$ cat src/rtl/dispatch_sink_ctr.sv
// Byte-stream dispatcher: routes fixed-length bursts to one of two sinks,
// each with its own output FIFO; sink 2 receives bit-reversed bytes.
module dispatch_sink_ctr #(
  parameter int unsigned BURST_LEN = 512,
  parameter int unsigned DEPTH     = 8,
  parameter int unsigned AW        = 3
) (
  input  logic       clk,
  input  logic       rst_n,
  input  logic       flag,
  input  logic       en_in,
  input  logic [7:0] din,
  input  logic       rdy1,
  output logic       en1,
  output logic [7:0] dout1,
  input  logic       rdy2,
  output logic       en2,
  output logic [7:0] dout2,
  output logic       busy,
  output logic       ovf
);

  localparam int unsigned CW = 16;
  localparam int unsigned OW = AW + 1;

  typedef enum logic {IDLE, ROUTE} state_t;

  state_t          r_state, w_state_nxt;
  logic            r_sel, w_sel_nxt;
  logic [CW-1:0]   r_cnt, w_cnt_nxt;
  logic            w_dst;

  logic [7:0]      r_mem1 [DEPTH];
  logic [7:0]      r_mem2 [DEPTH];
  logic [AW-1:0]   r_wp1, r_rp1, r_wp2, r_rp2;
  logic [OW-1:0]   r_occ1, r_occ2, w_occ1_nxt, w_occ2_nxt;
  logic            w_wr1, w_wr2, w_full1, w_full2;
  logic            w_push1, w_push2, w_pop1, w_pop2, w_drop;
  logic [7:0]      w_din_rev;

  logic            r_en1, r_en2, r_busy, r_ovf;
  logic [7:0]      r_dout1, r_dout2;

  // Burst framing state register
  always_ff @(posedge clk or negedge rst_n) begin
    if (!rst_n) begin
      r_state <= IDLE;
      r_sel   <= 1'b0;
      r_cnt   <= '0;
    end else begin
      r_state <= w_state_nxt;
      r_sel   <= w_sel_nxt;
      r_cnt   <= w_cnt_nxt;
    end
  end

  // Next-state: flag is only honoured on the first byte of a burst
  always_comb begin
    w_state_nxt = r_state;
    w_sel_nxt   = r_sel;
    w_cnt_nxt   = r_cnt;
    w_dst       = r_sel;
    case (r_state)
      IDLE: begin
        w_dst = flag;
        if (en_in) begin
          w_sel_nxt = flag;
          if (BURST_LEN == 1) begin
            w_cnt_nxt = '0;
          end else begin
            w_cnt_nxt   = CW'(1);
            w_state_nxt = ROUTE;
          end
        end
      end
      ROUTE: begin
        if (en_in) begin
          if (r_cnt == CW'(BURST_LEN - 1)) begin
            w_cnt_nxt   = '0;
            w_state_nxt = IDLE;
          end else begin
            w_cnt_nxt = r_cnt + CW'(1);
          end
        end
      end
      default: w_state_nxt = IDLE;
    endcase
  end

  always_comb begin
    w_din_rev = '0;
    for (int i = 0; i < 8; i++) w_din_rev[i] = din[7-i];
  end

  // Push when space exists or the head leaves in the same cycle; else drop
  assign w_wr1      = en_in & ~w_dst;
  assign w_wr2      = en_in & w_dst;
  assign w_full1    = (r_occ1 == OW'(DEPTH));
  assign w_full2    = (r_occ2 == OW'(DEPTH));
  assign w_pop1     = (r_occ1 != '0) & rdy1;
  assign w_pop2     = (r_occ2 != '0) & rdy2;
  assign w_push1    = w_wr1 & (~w_full1 | w_pop1);
  assign w_push2    = w_wr2 & (~w_full2 | w_pop2);
  assign w_drop     = (w_wr1 & ~w_push1) | (w_wr2 & ~w_push2);
  assign w_occ1_nxt = r_occ1 + OW'(w_push1) - OW'(w_pop1);
  assign w_occ2_nxt = r_occ2 + OW'(w_push2) - OW'(w_pop2);

  always_ff @(posedge clk) begin
    if (w_push1) r_mem1[r_wp1] <= din;
    if (w_push2) r_mem2[r_wp2] <= w_din_rev;
  end

  // FIFO pointers, occupancy, sink output registers and status flags
  always_ff @(posedge clk or negedge rst_n) begin
    if (!rst_n) begin
      r_wp1   <= '0;
      r_rp1   <= '0;
      r_wp2   <= '0;
      r_rp2   <= '0;
      r_occ1  <= '0;
      r_occ2  <= '0;
      r_en1   <= 1'b0;
      r_en2   <= 1'b0;
      r_dout1 <= '0;
      r_dout2 <= '0;
      r_busy  <= 1'b0;
      r_ovf   <= 1'b0;
    end else begin
      if (w_push1) r_wp1 <= r_wp1 + AW'(1);
      if (w_push2) r_wp2 <= r_wp2 + AW'(1);
      if (w_pop1) begin
        r_rp1   <= r_rp1 + AW'(1);
        r_dout1 <= r_mem1[r_rp1];
      end
      if (w_pop2) begin
        r_rp2   <= r_rp2 + AW'(1);
        r_dout2 <= r_mem2[r_rp2];
      end
      r_occ1 <= w_occ1_nxt;
      r_occ2 <= w_occ2_nxt;
      r_en1  <= w_pop1;
      r_en2  <= w_pop2;
      r_busy <= (w_state_nxt == ROUTE) | (w_occ1_nxt != '0) | (w_occ2_nxt != '0);
      r_ovf  <= r_ovf | w_drop;
    end
  end

  assign en1   = r_en1;
  assign en2   = r_en2;
  assign dout1 = r_dout1;
  assign dout2 = r_dout2;
  assign busy  = r_busy;
  assign ovf   = r_ovf;

endmodule

$ cat config.mk
export PLATFORM = sky130hd
export DESIGN_NAME = dispatch_sink_ctr
export DESIGN_NICKNAME = d
export VERILOG_FILES = /design/src/rtl/dispatch_sink_ctr.sv
export SDC_FILE = /design/constraint.sdc
export NUM_CORES = 1
export LEC_CHECK = 0
export CAP_MARGIN = 5
export CORE_UTILIZATION = 45
export DETAILED_ROUTE_END_ITERATION = 8
export PLACE_DENSITY = 0.71
export SLEW_MARGIN = 20
export SYNTH_ARGS = -nofsm -noshare
export SYNTH_HDL_FRONTEND = slang
export SYNTH_SLANG_ARGS = --single-unit
$ cat constraint.sdc
create_clock -name clk -period 4.7 [get_ports clk]
set_input_delay 0.94 -clock clk [delete_from_list [all_inputs] [get_ports clk]]
set_output_delay 0.94 -clock clk [all_outputs]
set_load 0.01 [all_outputs]
==> flow_results.org <==
** Synth
- The share of synthesized area in the top cell type comes to 50.20%.
- Instance count of the mapped netlist :: 477
- Flops & latches, synth :: 186
- Of all cell types, the one taking the most synthesized area is sky130_fd_sc_hd__edfxtp_1.
- Yosys warning total :: 0
- Synthesis produced a netlist with a net count of 510.
- Summing every instance area after synthesis gives 7657 sq um.
- Leading cell types by total area after synthesis :: sky130_fd_sc_hd__edfxtp_1, sky130_fd_sc_hd__dfrtp_1, sky130_fd_sc_hd__mux4_2, sky130_fd_sc_hd__ha_1, sky130_fd_sc_hd__mux2i_1
- Number of enable flip-flop cells after synthesis :: 128
- Primary FF master, synth :: sky130_fd_sc_hd__edfxtp_1
- Syn_area_per_cell :: 16.05 sq um
- For this run, asynchronously set or reset flops after synthesis account for 31.18%.
- The number of different library cells used by synthesis comes to 49.
- Sequential-to-total area share from yosys stat :: 69.15%

** Die
- The initialized floorplan defines 47 standard-cell rows.
- In this run the count of I/O pins placed on the die edge is 34.
- The initial utilization of the core area, before any placement, comes to 46.17%.
- Core outline area :: 16,580 sq um
- The floorplan step set the die height to 132.4 um.
- Area of the die :: 17,540 sq um
- Die outline width :: 132.4 um

** Global route
- The initial antenna violation count came to 0.
- Total gr overflow :: 0
- Global-route wire length before repair :: 23.01 mm
- GRT Resource Usage Total :: 17.59%
- Via count of the first global-routing pass :: 4,323
- Pin count of the biggest net entering global routing :: 59

** Setup path
- Gate family responsible for the most delay along the worst path :: simple AND/OR/NAND/NOR gates
- Category of the most critical setup path :: in2reg
- Crit path buf inv count :: 3
- Critical path data arrival time :: 3910 ps
- STA classifies the critical path startpoint as an input port.
- STA classifies the critical path endpoint as a register.
- The slowest stage of the critical path belongs to the cell sky130_fd_sc_hd__or4_1.
- For this run, the slowest stage of the critical path takes 500 ps.
- For flop-to-flop paths, the worst setup slack is 1370 ps.
- CP cell instances :: clkdlybuf4s50_1, mux2_2, nor3b_2, inv_1, ha_1, inv_1, ha_1, fa_1, or4_1, nor3_1, o211ai_1
- CP Max Fanout :: 6
- At the worst endpoint, the required time is 5010 ps.

** CTS
- Clock tree from TritonCTS :: yes
- Bufs on Longest Clock Path :: 2
- Clock insertion delay at the later pin of the skew report :: 430 ps
- TritonCTS created 17 clock buffers.
- The tree is rooted in a sky130_fd_sc_hd__clkbuf_16.
- H-tree depth :: 4
- CTS saw 186 sinks.
- Post-CTS Resized :: 0
- CTS clk-pin slew, worst paths :: 70 ps
- Number of buffers added for setup after CTS :: 0
- The number of hold buffers added after CTS was 0.

** Finish
- In the final design database the tool counted 557 nets.
- In the final layout, the multi-input gates occupy 2208 sq um.
- Highest-count cells in the layout ignoring fill and taps :: sky130_fd_sc_hd__edfxtp_1, sky130_fd_sc_hd__dfrtp_1, sky130_fd_sc_hd__nand2_1
- Fraction of layout cells with a size suffix above 1 :: 16.95%
- Total area of sequential cells :: 5298 sq um
- The repair_antennas step left the layout with diodes totalling 0.
- Filler Cells Inserted :: 1,310
- Most common cell after layout, fill and taps aside :: sky130_fd_sc_hd__edfxtp_1
- Area growth from synthesis to final layout :: 15.96%
- The finished cells cover 8880 sq um.

** STA
- Tmin final :: 3606 ps
- Final setup TNS :: 0 ps
- Setup repair after global routing left no endpoint under its margin.
- Final setup violating endpoints :: 0
- Hold is met by 480.1 ps.
- Max Fclk :: 277.3 MHz
- Total count of max-transition violations in the final report :: 0
- Worst max-slew margin expressed relative to the limit :: 36.64%
- Clock skew on the completed layout was measured at 5.149 ps.
- Minimum setup slack in the final design :: 1094 ps
- The number of failing hold endpoints at the final stage was 0.
- Of the available clock period, the critical path in the final layout requires 76.73%.
- Actual transition at the worst max-transition pin :: 946.9 ps

** Run
- Total of max-cap violations :: 0

** Power
- The clock network is responsible for 27.9% of the overall power.
- Summed over all nets, the switching power comes to 1.621 mW.
- For this design the ratio of total power to cell area is 586.7 nW/um^2.
- Combinational logic burns 25.2% of the power.
- Static leakage :: 3.282 nW
- Fraction of power consumed by sequential logic :: 46.9%
- Net switching is 31.11% of the power.
- Maximum vdd drop :: 0.0002510 V
- Internal power :: 3.589 mW

** Routing
- In this run, the number of DRC markers left after iteration 0 of detailed routing was 228.
- In the routed layout, each cell is associated on average with a via count of 5.489.
- The detail route stage leaves a number of antenna-violating nets equal to 0.
- DRT Pass-1 Iters :: 5
- Post-route DRC violation count :: 0
- Routed wirelength normalized by instance count :: 18.75 um
- After detailed routing, the total wire length is 14.19 mm.
- Vias post-DR :: 4,155

** Placement
- Post-placement setup slack :: 657.8 ps
- During placement, the flow inserted port buffers numbering 33.
- Cell area reported after detailed placement :: 8278 sq um
- At the end of routability-driven placement, the weighted congestion stood at 0.8437.
- DP Wirelength :: 8.949 mm

** Worst hold path
- HP Class :: reg2reg

** Status
- The run finished with clean final reports.
==> worst paths after layout <==
kind	to	depth (start not counted)	start
max	busy	11	flag
max reg2reg	busy	10	r_state
min reg2reg	dout2[1]	2	dout2[1]
min in group asynchronous	r_cnt[9]	2	rst_n
max in group asynchronous	r_rp1[0]	2	rst_n
min	dout2[1]	2	dout2[1]
==> sequential cells by signal (all words and copies together), names as in the netlist, 3 cells and up <==
signal / flops
r_rp1: 3
r_mem1: 64
r_wp1: 3
r_wp2: 3
r_rp2: 3
dout2: 8
dout1: 8
r_occ1: 4
r_mem2: 64
r_occ2: 4
r_cnt: 16
==> worst reg2reg max path, stage by stage (launching register included) <==
cell                       delay (ps)
sky130_fd_sc_hd__dfrtp_1          550
sky130_fd_sc_hd__mux2_2           420
sky130_fd_sc_hd__nor3b_2          410
sky130_fd_sc_hd__inv_1            100
sky130_fd_sc_hd__ha_1             300
sky130_fd_sc_hd__inv_1             40
sky130_fd_sc_hd__ha_1             200
sky130_fd_sc_hd__fa_1             460
sky130_fd_sc_hd__or4_1            500
sky130_fd_sc_hd__nor3_1           140
sky130_fd_sc_hd__o211ai_1         110
==> cell type report <==
type	count	share of cell area, %
clock inverter	15	1.973
multi-input combinational	252	24.87
inverter	22	0.9300
sequential	186	59.66
tap	220	3.100
clock buffer	17	4.791
timing repair buffer	45	4.678
==> power by group through the flow <==
| stage | Combinational (mW) | Sequential, mW | Clock, mW |
|---|---|---|---|
| 5_1_grt | 1.46 | 2.50 | 1.54 |
| 3_3_place_gp | 1.28 | 2.45 | 0 |
| 6_report | 1.31 | 2.44 | 1.45 |
| 3_5_place_dp | 1.33 | 2.48 | 0 |
| 2_1_floorplan | 1.05 | 2.26 | 0 |
| 4_1_cts | 1.34 | 2.45 | 1.47 |
==> synth_stat cells (2+ instances only) <==
library cell	instances
sky130_fd_sc_hd__a21o_1	3
sky130_fd_sc_hd__a21oi_1	11
sky130_fd_sc_hd__a22o_1	3
sky130_fd_sc_hd__a31oi_1	4
sky130_fd_sc_hd__a41oi_1	2
sky130_fd_sc_hd__and3_1	3
sky130_fd_sc_hd__buf_1	2
sky130_fd_sc_hd__buf_2	4
sky130_fd_sc_hd__clkbuf_1	10
sky130_fd_sc_hd__dfrtp_1	58
sky130_fd_sc_hd__edfxtp_1	128
sky130_fd_sc_hd__fa_1	2
sky130_fd_sc_hd__ha_1	17
sky130_fd_sc_hd__inv_1	21
sky130_fd_sc_hd__mux2_2	3
sky130_fd_sc_hd__mux2i_1	19
sky130_fd_sc_hd__mux4_2	32
sky130_fd_sc_hd__nand2_1	50
sky130_fd_sc_hd__nand2b_1	5
sky130_fd_sc_hd__nand3_1	12
sky130_fd_sc_hd__nor2_1	19
sky130_fd_sc_hd__nor3_1	8
sky130_fd_sc_hd__nor3b_1	2
sky130_fd_sc_hd__nor4_4	2
sky130_fd_sc_hd__nor4b_1	2
sky130_fd_sc_hd__o21ai_0	20
sky130_fd_sc_hd__o22ai_1	2
sky130_fd_sc_hd__o2bb2ai_1	2
sky130_fd_sc_hd__xnor2_1	8
sky130_fd_sc_hd__xor2_1	4
==> through the flow <==
step	utilization [%]	total power [mW]	cells
after floorplan	-	3.309	477
after global placement	49.91	3.727	725
after detailed placement	49.92	3.803	725
after CTS	53.54	5.260	757
after global routing	53.55	5.495	757
final	53.55	5.210	757
==> metal layers <==
layer	vias to the layer above	share of wire [%]	global-route usage [%]
li1	1901	-	-
met1	2123	44	22.81
met2	114	50	29.18
met3	17	4.4	3.870
met4	0	1.3	6.577
met5	-	0	0
==> cell families (layout without fill, tap and decap cells) <==
family,after synthesis,in the layout,synth area share [%]
XOR/XNOR,12,12,1.373
AND/OR/NAND/NOR,115,115,7.664
buffers and inverters,39,99,2.075
multiplexers,54,54,12.34
adder cells (fa/ha/maj),19,19,3.301
flip-flops,186,186,69.15
AO/OA/AOI/OAI,52,52,4.101
No activity file was read; power rests on OpenSTA's default activity.
